**config.mk**
```make
export PLATFORM = sky130hd
export DESIGN_NAME = regfile16_wr
export DESIGN_NICKNAME = d
export VERILOG_FILES = /design/src/rtl/regfile16_wr.sv
export SDC_FILE = /design/constraint.sdc
export NUM_CORES = 2
export LEC_CHECK = 0
export ABC_AREA = 0
export CORE_AREA = 8 8 436 438
export DETAILED_ROUTE_END_ITERATION = 10
export DIE_AREA = 0 0 444 446
export GPL_ROUTABILITY_DRIVEN = 0
export GPL_TIMING_DRIVEN = 0
export PLACE_DENSITY = 0.48
export SKIP_CTS_REPAIR_TIMING = 1
export SYNTH_ARGS = -nofsm -noshare
export SYNTH_HDL_FRONTEND = slang
export SYNTH_SLANG_ARGS = --single-unit
```
**constraint.sdc**
```tcl
create_clock -name clk -period 5.6 [get_ports clk]
set_input_delay 0.56 -clock clk [delete_from_list [all_inputs] [get_ports clk]]
set_output_delay 0.56 -clock clk [all_outputs]
set_load 0.03 [all_outputs]
```
**src/rtl/regfile16_wr.sv**
```systemverilog
// Write side of a 16 x WIDTH register file: 2-entry request buffer, byte-masked commit, pending-write mask.
// Optional: REGFILE_ZERO_REG_EN hardwires register 15 to zero.
module regfile16_wr #(
    parameter int unsigned DEPTH = 2,
    parameter int unsigned WIDTH = 64
) (
    input  logic                       clk,
    input  logic                       reset_n,
    input  logic                       wr_valid,
    output logic                       wr_ready,
    input  logic [3:0]                 wr_addr,
    input  logic [WIDTH-1:0]           wr_data,
    input  logic [WIDTH/8-1:0]         wr_be,
    input  logic                       wr_hold,
    output logic [15:0][WIDTH-1:0]     q,
    output logic [15:0]                pend_mask,
    output logic [1:0]                 pend_cnt
);

    localparam int unsigned NREG  = 16;
    localparam int unsigned NBYTE = WIDTH / 8;

    typedef struct packed {
        logic [3:0]       addr;
        logic [WIDTH-1:0] data;
        logic [NBYTE-1:0] be;
    } wr_req_t;

    logic [NREG-1:0][WIDTH-1:0] regs_q, regs_d;
    wr_req_t                    fifo_q [DEPTH];
    wr_req_t                    fifo_d [DEPTH];
    logic                       rd_ptr_q, rd_ptr_d;
    logic                       wr_ptr_q, wr_ptr_d;
    logic [1:0]                 cnt_q, cnt_d;

    logic                       push_c;
    logic                       pop_c;
    wr_req_t                    head_c;
    logic [NREG-1:0]            wen_c;

    assign wr_ready  = reset_n & (cnt_q != 2'd2);
    assign push_c    = wr_valid & wr_ready;
    assign pop_c     = (cnt_q != 2'd0) & ~wr_hold;
    assign head_c    = fifo_q[rd_ptr_q];
    assign wen_c     = pop_c ? (NREG'(1) << head_c.addr) : '0;
    assign q         = regs_q;
    assign pend_cnt  = cnt_q;

    // Next-state: buffer push/pop bookkeeping and byte-masked commit of the head entry
    always_comb begin
        regs_d   = regs_q;
        fifo_d   = fifo_q;
        rd_ptr_d = rd_ptr_q;
        wr_ptr_d = wr_ptr_q;
        cnt_d    = cnt_q;

        if (push_c) begin
            fifo_d[wr_ptr_q] = '{addr: wr_addr, data: wr_data, be: wr_be};
            wr_ptr_d         = ~wr_ptr_q;
        end
        if (pop_c) begin
            rd_ptr_d = ~rd_ptr_q;
        end

        case ({push_c, pop_c})
            2'b10:   cnt_d = 2'(cnt_q + 2'd1);
            2'b01:   cnt_d = 2'(cnt_q - 2'd1);
            default: cnt_d = cnt_q;
        endcase

        for (int r = 0; r < NREG; r++) begin
            for (int k = 0; k < NBYTE; k++) begin
                if (wen_c[r] && head_c.be[k]) begin
                    regs_d[r][8*k +: 8] = head_c.data[8*k +: 8];
                end
            end
        end

`ifdef REGFILE_ZERO_REG_EN
        regs_d[NREG-1] = '0;
`else
`endif
    end

    // Synchronous reset clears the array and drops any buffered writes
    always_ff @(posedge clk) begin
        if (!reset_n) begin
            regs_q   <= '0;
            rd_ptr_q <= 1'b0;
            wr_ptr_q <= 1'b0;
            cnt_q    <= 2'd0;
        end else begin
            regs_q   <= regs_d;
            fifo_q   <= fifo_d;
            rd_ptr_q <= rd_ptr_d;
            wr_ptr_q <= wr_ptr_d;
            cnt_q    <= cnt_d;
        end
    end

    // Pending mask covers only occupied slots: head when count>=1, the other slot when full
    always_comb begin
        pend_mask = '0;
        if (cnt_q != 2'd0) begin
            pend_mask = pend_mask | (NREG'(1) << fifo_q[rd_ptr_q].addr);
        end
        if (cnt_q == 2'd2) begin
            pend_mask = pend_mask | (NREG'(1) << fifo_q[~rd_ptr_q].addr);
        end
    end

endmodule
```
==> results by group <==
Global routing
  • GRT overflow: 0
  • Met3 Use GR: under 10%
  • Largest net degree at the start of global routing: 27
  • GRT Total Usage: a little under a quarter
  • Global-route wire length before repair: roughly 310000 µm
  • Initial antenna violation count: 35
  • Busiest layer in global routing: met2
  • GR Util met2: about two fifths
  • Vias in the first global route: about 34000
  • GRT met1 Usage: between 20% and 30%

Clocking
  • Root Buffer Master: clkbuf_16
  • CTS Buf Count: 140
  • Clk_lat worst skew: just over 0.8 ns
  • CTS tree: yes
  • CTS Sinks: around 1200
  • Worst-path clk slew: 0.06 ns
  • Max Root-Sink Buffers: 3
  • H-tree depth: 4

Status
  • Outcome: finished clean

Logic synthesis
  • Syn Nets: just under 4000
  • Synthesized area: approximately 43000 µm²
  • Area leader, netlist: dfxtp_1
  • Netlist cell types: 43
  • Post-synthesis sequential area ratio: 58.9%
  • Synth Warn #: 0
  • Synth top area cells: dfxtp_1 48%, mux2i_1 24%, edfxtp_1 11%, nand2_1 10%, mux2_2 1.7%
  • #FFs+latches synth: ~1200
  • Syn_area_per_cell: ~11 µm²
  • Top cell type's share of synthesized area: 48.2%
  • Post-Synthesis Cells: 3833

Timing
  • Relative slew slack: between 10% and 20%
  • Final setup vio count: 0
  • Hold Violations, Final: 0
  • Unrepaired setup endpoints after global routing: no
  • Final Cycle Share: around 85%
  • Fmax achieved: around 210 MHz
  • Least-Margin Pin Slew: 1.33 ns
  • Hold WS: 0.327 ns
  • Clock Skew: roughly 0.028 ns
  • Tmin final: 4.78 ns
  • Final slew viol count: 0
  • Setup TNS: 0 ns

Floorplan
  • DIE WIDTH: about 440 µm
  • Starting density of the core: a little under a quarter
  • Die Y: ~450 µm
  • Row count: 158
  • Core Area: ~180000 µm²
  • Num ports: roughly 1100
  • Die area: a little under 200000 µm²

Route
  • Post-Route WL: around 240000 µm
  • DR pass1 iterations: 6
  • Routed vias/inst: about 4.5
  • Via count: around 34000
  • DRC violations left: 0
  • WL/cell: around 31 µm
  • Post-DRT Antenna Nets: 0
  • Initial drt markers: 2105

Layout
  • Commonest cells after routing, fill and taps aside: 1141 x nand2_1, 1121 x clkdlybuf4s50_1, 1028 x dfxtp_1
  • Commonest non-fill, non-tap cell in the layout: nand2_1
  • Fin nets: a little over 5000
  • Post-layout util: between 30% and 40%
  • Area Overhead vs Synth: 44.8%
  • Layout cells sized above 1: 8.21%

Place
  • Detailed Place HPWL: between 150000 and 200000 µm
  • I/O Buffers: 1121

Setup path
  • Worst path required time: ~5 ns
  • CP Capture Type: output port
  • WP data arrival: 4.22 ns
  • Setup Crit Path Kind: register to output port
  • Worst-path fanout max: 10
  • Crit start category: register

Power
  • Leak: 26.9 nW
  • Pwr dens: 338 nW/µm²
  • Maximum vdd drop: around 270 µV

Hold path
  • Worst Hold Class: input port to register

Run
  • Max Cap Viol: 0
## area by class of cell
cell class	instances	area [µm²]
plain buffers	230	937
inverters	4	15.0
clock buffers	210	4140
diodes	16	40.0
flip-flops and latches	1180	25100
repair buffers	1132	11500
fillers	18700	122000
multi-input cells	2419	16600
clock inverters	40	460
well taps	2400	3000
## sequential cells by signal (all words and copies together) (netlist names)
signal and flops:
wr_ptr_q 1, fifo_q 152, q 1024, rd_ptr_q 1, pend_cnt 2
## Yosys cell counts (all sizes together)
cell,instances
a21boi,1
xnor2,3
o21bai,1
and2,7
o21a,1
a211oi,8
ha,1
nor3b,1
mux2i,1027
nor2,26
or3,3
nand2b,1
edfxtp,152
nor3,3
o21ai,1
nor4,1
clkbuf,194
o32a,1
o211ai,2
a22oi,8
nand3,3
o22a,1
a22o,16
nor2b,2
nand2,1207
buf,36
a32oi,1
o22ai,16
a31oi,1
nand3b,6
dfxtp,1028
a21oi,2
inv,4
or3b,3
mux2,65
## cells by family after synthesis
kind of cell,after synthesis,synth area share [%]
AOI/OAI and AO/OA,60,1.20
xor gates and xnor gates,3,0.0616
adders and majority gates,1,0.0293
buffers and inverters,234,2.19
DFF,1180,58.9
muxes,1092,25.8
and+or+nand+nor,1263,11.8
## path summary, 6_finish.rpt
check                                start                    end  slack [ns]  depth (start not counted)
setup / recovery     rd_ptr_q$_SDFFE_PN0N_          pend_mask[13]        0.82                          8
hold / removal                 wr_data[41]  fifo_q[125]$_DFFE_PP_        0.33                          1
setup reg to reg  pend_cnt[0]$_SDFFE_PN0P_    q[166]$_SDFFE_PN0P_        1.69                          6
hold reg to reg        q[608]$_SDFFE_PN0P_    q[608]$_SDFFE_PN0P_        0.46                          2
## report_power, final
part           switching, mW  leakage, nW  internal (mW)
logic                   2.11         15.0          0.721
clock network           3.91         2.26           5.37
registers             0.0744         9.67           8.73
## worst max-delay path: stages, from the launching register on
cell and delay [ns]:
dfxtp_1 0.32, buf_6 0.14, buf_2 0.28, buf_2 0.41, buf_2 0.38, mux2i_1 0.20, or3_1 0.44, o22ai_1 0.41
clkdlybuf4s50_1 0.84
## routing by layer
layer,part of all wire [%],wire (µm)
met1,40,95300
met2,49,116000
met3,6.2,14800
met4,4.3,10300
met5,0.027,64
## per-stage QoR
| step | worst slack (ns) | cell area, µm² | total power, mW | std cells |
|---|---|---|---|---|
| floorplan | 0.444 | 42700 | 10.3 | 3833 |
| global placement | -3.86 | 56900 | 11.8 | 7354 |
| detailed placement | 1.37 | 57200 | 11.9 | 7365 |
| CTS | 0.755 | 61800 | 21.2 | 7615 |
| global route | 0.679 | 61800 | 21.6 | 7617 |
| finish | 0.823 | 61800 | 20.9 | 7631 |
Note: power is estimated with default switching activity, not from simulation.
